## src/rtl/pipeline_mdu_pkg.sv

```systemverilog
// Shared types for the RV32M multiply/divide unit: funct3 opcodes and FSM encodings.
package pipeline_mdu_pkg;

  typedef enum logic [2:0] {
    MDU_MUL    = 3'd0,
    MDU_MULH   = 3'd1,
    MDU_MULHSU = 3'd2,
    MDU_MULHU  = 3'd3,
    MDU_DIV    = 3'd4,
    MDU_DIVU   = 3'd5,
    MDU_REM    = 3'd6,
    MDU_REMU   = 3'd7
  } mdu_op_t;

  // bit 2 of funct3 separates the divide family from the multiply family
  localparam int MDU_DIV_BIT = 2;

  localparam logic [1:0] ST_IDLE = 2'd0;
  localparam logic [1:0] ST_MUL  = 2'd1;
  localparam logic [1:0] ST_DIV  = 2'd2;
  localparam logic [1:0] ST_DONE = 2'd3;

endpackage

```

## src/rtl/pipeline_mdu_divider.sv

```systemverilog
// Iterative radix-2 restoring divider with RISC-V divide-by-zero and overflow handling.
module mdu_divider
  import pipeline_mdu_pkg::*;
#(
  parameter int XLEN = 32
) (
  input  logic            clk,
  input  logic            rst,
  input  logic            kill,
  input  logic            start,
  input  mdu_op_t         op,
  input  logic [XLEN-1:0] a,
  input  logic [XLEN-1:0] b,
  output logic            done,
  output logic [XLEN-1:0] result
);

  localparam int CW = $clog2(XLEN);
  localparam logic [CW-1:0] LAST = CW'(XLEN - 1);

  localparam logic [1:0] PH_IDLE = 2'd0;
  localparam logic [1:0] PH_ITER = 2'd1;
  localparam logic [1:0] PH_FIX  = 2'd2;
  localparam logic [1:0] PH_SPEC = 2'd3;

  logic [1:0]      phase;
  logic [CW-1:0]   cnt;
  logic [XLEN-1:0] rem_q, quo_q, dvs_q, spec_q;
  logic            neg_q, neg_r, want_rem;

  logic            kick, is_signed, sa, sb, div_zero, ovf;
  logic [XLEN-1:0] mag_a, mag_b, spec_val, fix_val;
  logic [XLEN:0]   shifted, diff;

  always_comb begin
    kick      = start && op[MDU_DIV_BIT];
    is_signed = ~op[0];
    sa        = is_signed & a[XLEN-1];
    sb        = is_signed & b[XLEN-1];
    mag_a     = sa ? -a : a;
    mag_b     = sb ? -b : b;
    div_zero  = (b == '0);
    ovf       = is_signed && (a == {1'b1, {(XLEN-1){1'b0}}}) && (b == '1);
    // op[1] selects remainder; zero divisor and signed overflow bypass the iterations
    if (div_zero) spec_val = op[1] ? a : '1;
    else          spec_val = op[1] ? '0 : a;
    shifted   = {rem_q, quo_q[XLEN-1]};
    diff      = shifted - {1'b0, dvs_q};
    if (want_rem) fix_val = neg_r ? -rem_q : rem_q;
    else          fix_val = neg_q ? -quo_q : quo_q;
    done      = (phase == PH_FIX) || (phase == PH_SPEC);
    result    = (phase == PH_SPEC) ? spec_q : fix_val;
  end

  always_ff @(posedge clk) begin
    if (rst) begin
      phase    <= PH_IDLE;
      cnt      <= '0;
      rem_q    <= '0;
      quo_q    <= '0;
      dvs_q    <= '0;
      spec_q   <= '0;
      neg_q    <= 1'b0;
      neg_r    <= 1'b0;
      want_rem <= 1'b0;
    end else if (kill) begin
      phase <= PH_IDLE;
    end else begin
      case (phase)
        PH_IDLE: if (kick) begin
          rem_q    <= '0;
          quo_q    <= mag_a;
          dvs_q    <= mag_b;
          spec_q   <= spec_val;
          neg_q    <= sa ^ sb;
          neg_r    <= sa;
          want_rem <= op[1];
          cnt      <= '0;
          phase    <= (div_zero || ovf) ? PH_SPEC : PH_ITER;
        end
        PH_ITER: begin
          if (!diff[XLEN]) begin
            rem_q <= diff[XLEN-1:0];
            quo_q <= {quo_q[XLEN-2:0], 1'b1};
          end else begin
            rem_q <= shifted[XLEN-1:0];
            quo_q <= {quo_q[XLEN-2:0], 1'b0};
          end
          cnt <= cnt + 1'b1;
          if (cnt == LAST) phase <= PH_FIX;
        end
        default: phase <= PH_IDLE;
      endcase
    end
  end

endmodule

```

## src/rtl/pipeline_mdu.sv

```systemverilog
// RV32M multiply/divide unit: staged multiply inline, iterative divide in mdu_divider.
module pipeline_mdu
  import pipeline_mdu_pkg::*;
#(
  parameter int XLEN       = 32,
  parameter int MUL_STAGES = 2,
  parameter int TAG_W      = 5
) (
  input  logic             clk,
  input  logic             rst,
  input  logic             flush,
  input  logic             req_valid,
  output logic             req_ready,
  input  logic [2:0]       req_op,
  input  logic [XLEN-1:0]  req_a,
  input  logic [XLEN-1:0]  req_b,
  input  logic [TAG_W-1:0] req_tag,
  output logic             resp_valid,
  input  logic             resp_ready,
  output logic [XLEN-1:0]  resp_data,
  output logic [TAG_W-1:0] resp_tag
);

  localparam int PIPE_N = (MUL_STAGES > 1) ? MUL_STAGES - 1 : 1;
  localparam int MCW    = $clog2(MUL_STAGES + 1);
  localparam logic [MCW-1:0] MUL_LAST = MCW'(MUL_STAGES - 1);

  logic [1:0]        state;
  logic [MCW-1:0]    cnt;
  logic [XLEN-1:0]   a_q, b_q;
  logic [1:0]        mop_q;
  logic [TAG_W-1:0]  tag_q;
  logic [2*XLEN-1:0] pipe [PIPE_N];
  logic [2*XLEN-1:0] stage_in [MUL_STAGES];
  logic [2*XLEN-1:0] ext_a, ext_b, mul_last;
  logic [XLEN-1:0]   mul_res, div_res;
  logic              sign_a, sign_b, accept, div_done;

  assign req_ready  = (state == ST_IDLE);
  assign resp_valid = (state == ST_DONE);
  assign accept     = req_valid && req_ready && !flush;

  // mulh/mulhsu treat rs1 as signed; only mulh treats rs2 as signed
  always_comb begin
    sign_a   = ((mop_q == 2'd1) || (mop_q == 2'd2)) && a_q[XLEN-1];
    sign_b   = (mop_q == 2'd1) && b_q[XLEN-1];
    ext_a    = {{XLEN{sign_a}}, a_q};
    ext_b    = {{XLEN{sign_b}}, b_q};
    stage_in[0] = ext_a * ext_b;
    for (int k = 1; k < MUL_STAGES; k++) stage_in[k] = pipe[k-1];
    mul_last = stage_in[MUL_STAGES-1];
    mul_res  = (mop_q == 2'd0) ? mul_last[XLEN-1:0] : mul_last[2*XLEN-1:XLEN];
  end

  always_ff @(posedge clk) begin
    for (int j = 0; j < PIPE_N; j++) begin
      if (rst) pipe[j] <= '0;
      else     pipe[j] <= stage_in[j];
    end
  end

  mdu_divider #(.XLEN(XLEN)) u_div (
    .clk    (clk),
    .rst    (rst),
    .kill   (flush),
    .start  (accept),
    .op     (mdu_op_t'(req_op)),
    .a      (req_a),
    .b      (req_b),
    .done   (div_done),
    .result (div_res)
  );

  always_ff @(posedge clk) begin
    if (rst) begin
      state     <= ST_IDLE;
      cnt       <= '0;
      a_q       <= '0;
      b_q       <= '0;
      mop_q     <= '0;
      tag_q     <= '0;
      resp_data <= '0;
      resp_tag  <= '0;
    end else begin
      case (state)
        ST_IDLE: if (accept) begin
          a_q   <= req_a;
          b_q   <= req_b;
          mop_q <= req_op[1:0];
          tag_q <= req_tag;
          cnt   <= '0;
          state <= req_op[MDU_DIV_BIT] ? ST_DIV : ST_MUL;
        end
        ST_MUL: begin
          cnt <= cnt + 1'b1;
          if (cnt == MUL_LAST) begin
            resp_data <= mul_res;
            resp_tag  <= tag_q;
            state     <= ST_DONE;
          end
        end
        ST_DIV: if (div_done) begin
          resp_data <= div_res;
          resp_tag  <= tag_q;
          state     <= ST_DONE;
        end
        default: if (resp_ready) state <= ST_IDLE;
      endcase
      // a flush always returns to idle; a same-cycle DONE handshake has already completed
      if (flush) state <= ST_IDLE;
    end
  end

  a_ready_excl: assert property (@(posedge clk) disable iff (rst) !(req_ready && resp_valid));
  a_resp_hold: assert property (@(posedge clk)
    (!rst && !flush && resp_valid && !resp_ready) |=> ($stable(resp_data) && $stable(resp_tag)));

endmodule

```

## config.mk

```make
export PLATFORM = sky130hd
export DESIGN_NAME = pipeline_mdu
export DESIGN_NICKNAME = d
export VERILOG_FILES = /design/src/rtl/pipeline_mdu_pkg.sv /design/src/rtl/pipeline_mdu_divider.sv /design/src/rtl/pipeline_mdu.sv
export SDC_FILE = /design/constraint.sdc
export NUM_CORES = 2
export LEC_CHECK = 0
export BUFFER_PORTS_ARGS = -buffer_cell sky130_fd_sc_hd__buf_4
export CAP_MARGIN = 30
export CORE_MARGIN = 2
export CORE_UTILIZATION = 45
export DETAILED_ROUTE_END_ITERATION = 16
export HOLD_SLACK_MARGIN = 0.05
export PLACE_DENSITY = 0.67
export SLEW_MARGIN = 0
export SYNTH_ARGS = -nofsm -noshare
export SYNTH_HDL_FRONTEND = slang
export SYNTH_HIERARCHICAL = 1
export SYNTH_SLANG_ARGS = --single-unit
```

## constraint.sdc

```tcl
create_clock -name clk -period 9.05 [get_ports clk]
set_input_delay 0.4525 -clock clk [delete_from_list [all_inputs] [get_ports clk]]
set_output_delay 0.4525 -clock clk [all_outputs]
set_load 0.05 [all_outputs]
```

After elaboration in Yosys (flattened, before gate mapping). Memory sizes are Yosys's and may differ from the RTL's. Index checks and enable logic that the tools add are counted.

Logic and storage cells: 117. RAM bits: 64. Register bits: 250. Input bits: 77. Memories kept: 1. Output and inout port bits: 39.

Memory list: pipe (depth 1, bits a word 64, rd ports 1, clocked after Yosys merged registers in 0, wr ports 1, line pipeline_mdu.sv:33) `logic [2*XLEN-1:0] pipe [PIPE_N];`.

Bitwise operators: 5. Equal/unequal tests: 17. Multipliers: 1. Mux-type cells: 41. Reductions and logical operators: 28. $add $sub $neg: 7.

Operators by type and width (number): two-way mux 32 bit (15); one-hot mux 32 bit (2 select lines) (3); negator 32 bit (4); equality test 32 bit (second input constant) (2); multiplier 33 x 33 -> 64 bit (1); two-way mux 64 bit (1); OR reduction 64 bit (1); subtractor 33 x 32 -> 33 bit (1); logical NOT 32 bit (1); one-hot mux 5 bit (2 select lines) (2); two-way mux 2 bit (9); two-way mux 5 bit (3); equality test 2 bit (second input constant) (5); AND reduction 3 bit (3); equality test 2 x 1 -> 1 bit (second input constant) (4); one-hot mux 2 bit (2 select lines) (2); logical AND 1 bit (7); logical NOT 2 bit (3); inequality test 2 x 1 -> 1 bit (second input constant) (3); one-hot mux 2 bit (3 select lines) (1); AND reduction 2 bit (3); nonzero test 2 bit (3); adder 5 x 1 -> 5 bit (second input constant) (1); equality test 5 bit (second input constant) (1); other kinds (11) (20).

Logic depth before layout (Yosys ltp).
Depth after elaboration: 7. Depth in mapped cells: 32. Gate-level depth less buffers: 29.

Modules after synthesis. Netlist, hierarchy kept.

Modules (own cells, without submodules): pipeline_mdu (sequential area each 3523.4 um^2, instances 1, area each 44537.7 um^2, cells an instance 5040); mdu_divider (sequential area each 2762.6 um^2, instances 1, area each 11039.3 um^2, cells an instance 1552).

Worst setup path before layout. No wires, ideal clock.

Path type: register to register. From: register mop_q[0]. To: memory pipe[0][58] (netlist name). Setup slack: 0.482 ns. Setup time: 0.128 ns. Path buffers: 3. Stages on the path, launching flop included: 31. Arrival time: 8.440 ns. Required time: 8.922 ns. Period minus slack after synthesis: 8.568 ns. Path through: dfxtp_1 inv_1 ha_1 and2_1 clkbuf_1 clkbuf_1 nand2_1 inv_1 fa_1 fa_1 fa_1 inv_1 fa_1 inv_1 fa_1 fa_1 inv_1 fa_1 inv_1 fa_1 ha_1 buf_6 nand4_1 nor4_2 nand2_1 nor4_2 a21oi_2 a311oi_4 o21ai_1 xnor2_1 nor2_1.

Longest elaborated chain between the ends: 5. Elaborated cells on any way between the ends: 7. Classes of those cells: 1 x mul; 2 x eq/ne; 1 x mux; 3 x reduce/logical.

Ends and longest elaborated chain: start, declared (line pipeline_mdu.sv:31) `logic [1:0] mop_q;`; start signal, assigned (line pipeline_mdu.sv:89) `mop_q <= req_op[1:0];`; equality test 2 x 1 -> 1 bit / equality test 2 bit (equally long branches) (line pipeline_mdu.sv:45, pipeline_mdu.sv:46); logical OR 1 bit (line pipeline_mdu.sv:45) `sign_a = ((mop_q == 2'd1) || (mop_q == 2'd2)) && a_q[XLEN-1];`; logical AND 1 bit (line pipeline_mdu.sv:45); multiplier 33 x 33 -> 64 bit (*) (line pipeline_mdu.sv:49) `stage_in[0] = ext_a * ext_b;`; two-way mux 64 bit (no source line) (*); end, declared (line pipeline_mdu.sv:33).

Mark *: on every way between the ends. The rest lies on a longest branch, timed or not.

Final worst setup path. Ends and elaborated chain as after synthesis.

==> flow_summary_export.csv <==
group,metric,value,unit
routing,drt_iter0_drc,4058,
finish,nNetsFinal,7934,
pwr,total_power_divided_by_cell_area,79.2,nW/µm²
sta,hold-worst-slack,0.125,ns
sta,worst_slew_pin_slew,1.03,ns
global_route,grt_pass1_wl,269000,µm
sta,timing.final.crit_period,8.53,ns
clocking,clock_path_buffers,3,
sta,setup_ws,0.522,ns
finish,area_growth_syn_to_layout,7.24,%
critical_path,timing_worst_setup_path_type,"flip-flop to flip-flop",
pwr,switch_share,37.3,%
synth,synth-seq-cells,314,
critical_path,crit_slowest_cell,"fa_1",
critical_path,timing.critical_path.slowest_cell_delay,0.71,ns
synth,syn-instance-count,6592,
pwr,power_switching,1.76,mW
routing,drt-pass1-iter-count,6,
clocking,worst_setup_hold_path_clk_slew,0.06,ns
routing,detail_route.wl_per_cell,21.1,µm
clocking,cts_tree,"yes",
clocking,htree_num_levels,2,
placed_design,place_ws,0.436,ns
finish,final_cell_count_no_fill,8129,
floorplanning,die_w,355,µm
global_route,grt_antenna_before_repair,7,
finish,layout-drive-gt1-share,6.06,%
placed_design,io_buffers,115,
routing,vias,44700,
sta,clock.fmax,117,MHz
synth,post_synth_num_cell_types,89,
routing,route.detailed.vias_per_inst,5.50,
floorplanning,floorplan.die.height,355,µm
pwr,clockPowerShare,36.1,%
pwr,ir_worst_vdd,0.106,mV
synth,synth.net_count,8053,
floorplanning,design.core.area,122000,µm²
routing,route.met2.wl,81000,µm
routing,wl_met3,12400,µm
run,maxCapViolCount,0,
routing,post-route-drc-count,0,
floorplanning,initial_utilization,45.5,%
floorplanning,io_pins,116,
global_route,grtUsageTotal,27.5,%
clocking,cts-buffers-inserted,39,
sta,hold_viol,0,
finish,final.fill_count,11600,
sta,drv_slew,0,
routing,highest_routed_layer,"met5",
routing,met1_wirelength,70200,µm
pwr,power_frac_comb,31.7,%
sta,report.final.setup_viol,0,
pwr,cellInternalPower,2.96,mW
critical_path,timing.critical_path.mode_cell,"fa_1",
critical_path,crit_fanout,8,
pwr,pwr-share-seq,32.3,%
critical_path,timing.critical_path.from_type,"flip-flop",
global_route,first_global_vias,46100,
synth,post_synth_instance_area,55600,µm²
floorplanning,fp-row-count,128,
routing,routed_wl,172000,µm
clocking,cts_sinks,314,
critical_path,critical_path_required,9.46,ns
sta,final_cycle_share,94.2,%
synth,synth-edff-count,0,
routing,final_antenna_net_count,0,
pwr,total_leakage_power,27.2,nW
synth,yosys_most_used_dff,"dfxtp_1",
synth,yosysSeqAreaShare,11.3,%
finish,commonest_non_fill_non_tap_cell_in_the_layout,"inv_1",
global_route,grt.overflow.total,0,
floorplanning,die_area,126000,µm²
synth,synth-async-reset-ratio,0,%
critical_path,worstPathArrival,8.94,ns
synth,synth-warning-count,6,
synth,mapped_avg_cell_area,8.43,µm²
clocking,cts-root-buf,"clkbuf_16",
placed_design,gpl.final_weighted_congestion,0.945,
sta,setup_total_negative_slack,0,ns
global_route,grt_start_max_net_pins,139,
finish,layout.core_utilization,48.8,%
sta,slew-limit-headroom,30.8,%
placed_design,detailedPlacementHpwl,138000,µm
clocking,clock_insertion_delay_worst_skew,0.58,ns
sta,rsz0062_at_grt,"false",
run_status,run_status,"finished clean",
finish,layout.cells.most_common_list,"inv_1, fa_1, nand2_1",
placed_design,post-place-cells,8054,
critical_path,end_kind,"flip-flop",
sta,fin_skew,0.0253,ns
worst_hold_path,min-delay-path-class,"input pin to flip-flop",
## synth_stat cells, types with 17 or more instances
master / count / area share (%)
xnor2_1: 125 / 2.0
o21ai_0: 124 / 1.1
o31ai_1: 25 / 0.34
nor2b_1: 23 / 0.26
and2_1: 287 / 3.2
or3_1: 20 / 0.23
inv_1: 1244 / 8.4
nand2_1: 1117 / 7.5
a31oi_1: 18 / 0.20
o211ai_1: 43 / 0.58
mux2i_1: 45 / 0.81
a21oi_1: 355 / 3.2
o21bai_1: 45 / 0.61
a21o_1: 45 / 0.61
nor3_1: 37 / 0.33
ha_1: 258 / 5.8
buf_1: 17 / 0.11
nand3_1: 22 / 0.20
fa_1: 1126 / 41
dfxtp_1: 314 / 11
nand2b_1: 19 / 0.21
nor2_1: 416 / 2.8
clkbuf_1: 379 / 2.6
a211oi_1: 98 / 1.3
xor2_1: 97 / 1.5
and3_1: 25 / 0.28
nand4_1: 56 / 0.63
## area by class of cell
type,count,area [µm²],share of cell area [%]
clock inverters,24,313,0.525
flip-flops and latches,314,6290,10.6
clock buffers,46,1040,1.75
inverters,1244,4670,7.84
multi-input cells,4617,43000,72.2
repair buffers,257,2240,3.75
diodes,2,5.00,0.00840
well taps,1625,2030,3.41
## repair_timing
action | CTS | global route
buffers inserted | 0 | 2
resized for setup | 0 | 3
hold buffers | 0 | 0
endpoints found under the setup margin | 0 | 3
## layer usage
metal	vias up	GRT usage, %
met5	-	0
met4	2	11.1
met3	344	3.73
met2	1801	45.0
met1	22800	36.9
li1	19800	-
## metrics by stage
stage | cell area [µm²] | total power [mW]
after global routing | 59600 | 4.94
after floorplan | 55600 | 2.50
after CTS | 59500 | 4.73
after detailed placement | 58200 | 3.03
final | 59600 | 4.72
after global placement | 58100 | 3.01
## worst max-delay path: cells and delay by family (launching register included)
family          cells  cell delay [ns]
compound gates      3             0.64
xor+xnor            1             0.17
fa+ha+maj          10             4.95
buf+inv             7             0.78
flops               1             0.35
simple gates        7             1.49
## logic make-up (layout without fill, tap and decap cells)
kind of cell	after synthesis	count (layout)	synth area share [%]
multiplexers	49	49	0.892
AND/OR/NAND/NOR	2099	2099	16.8
flip-flops	314	314	11.3
AO/OA/AOI/OAI	863	863	9.72
buffers and inverters	1661	1571	11.4
XOR/XNOR	222	222	3.50
other	0	2	0
adder cells (fa/ha/maj)	1384	1384	46.4
## path summary, 6_finish.rpt
path,start,cells after the start,slack (ns),end
hold / removal,req_tag[4],3,0.13,tag_q[4]
setup / recovery,mop_q[0],28,0.52,pipe[0][58]
hold reg to reg,a_q[4],2,0.45,a_q[4]
setup reg to reg,mop_q[0],28,0.52,pipe[0][58]
## flip-flops by register name (all words and copies together), names as in the netlist, 2 cells and up
| signal | count |
|---|---|
| u_div/rem_q | 32 |
| state | 2 |
| pipe | 64 |
| b_q | 32 |
| tag_q | 5 |
| cnt | 2 |
| u_div/dvs_q | 32 |
| resp_data | 32 |
| a_q | 32 |
| u_div/quo_q | 32 |
| mop_q | 2 |
| resp_tag | 5 |
| u_div/cnt | 5 |
| u_div/phase | 2 |
| u_div/spec_q | 32 |
## power by group through the flow
stage	Combinational (mW)	Clock [mW]	Sequential [mW]
final	1.50	1.70	1.52
after global routing	1.63	1.77	1.53
after detailed placement	1.47	0	1.55
after floorplan	0.987	0	1.51
after CTS	1.48	1.72	1.52
after global placement	1.45	0	1.55
Note: power is estimated with default switching activity, not from simulation.
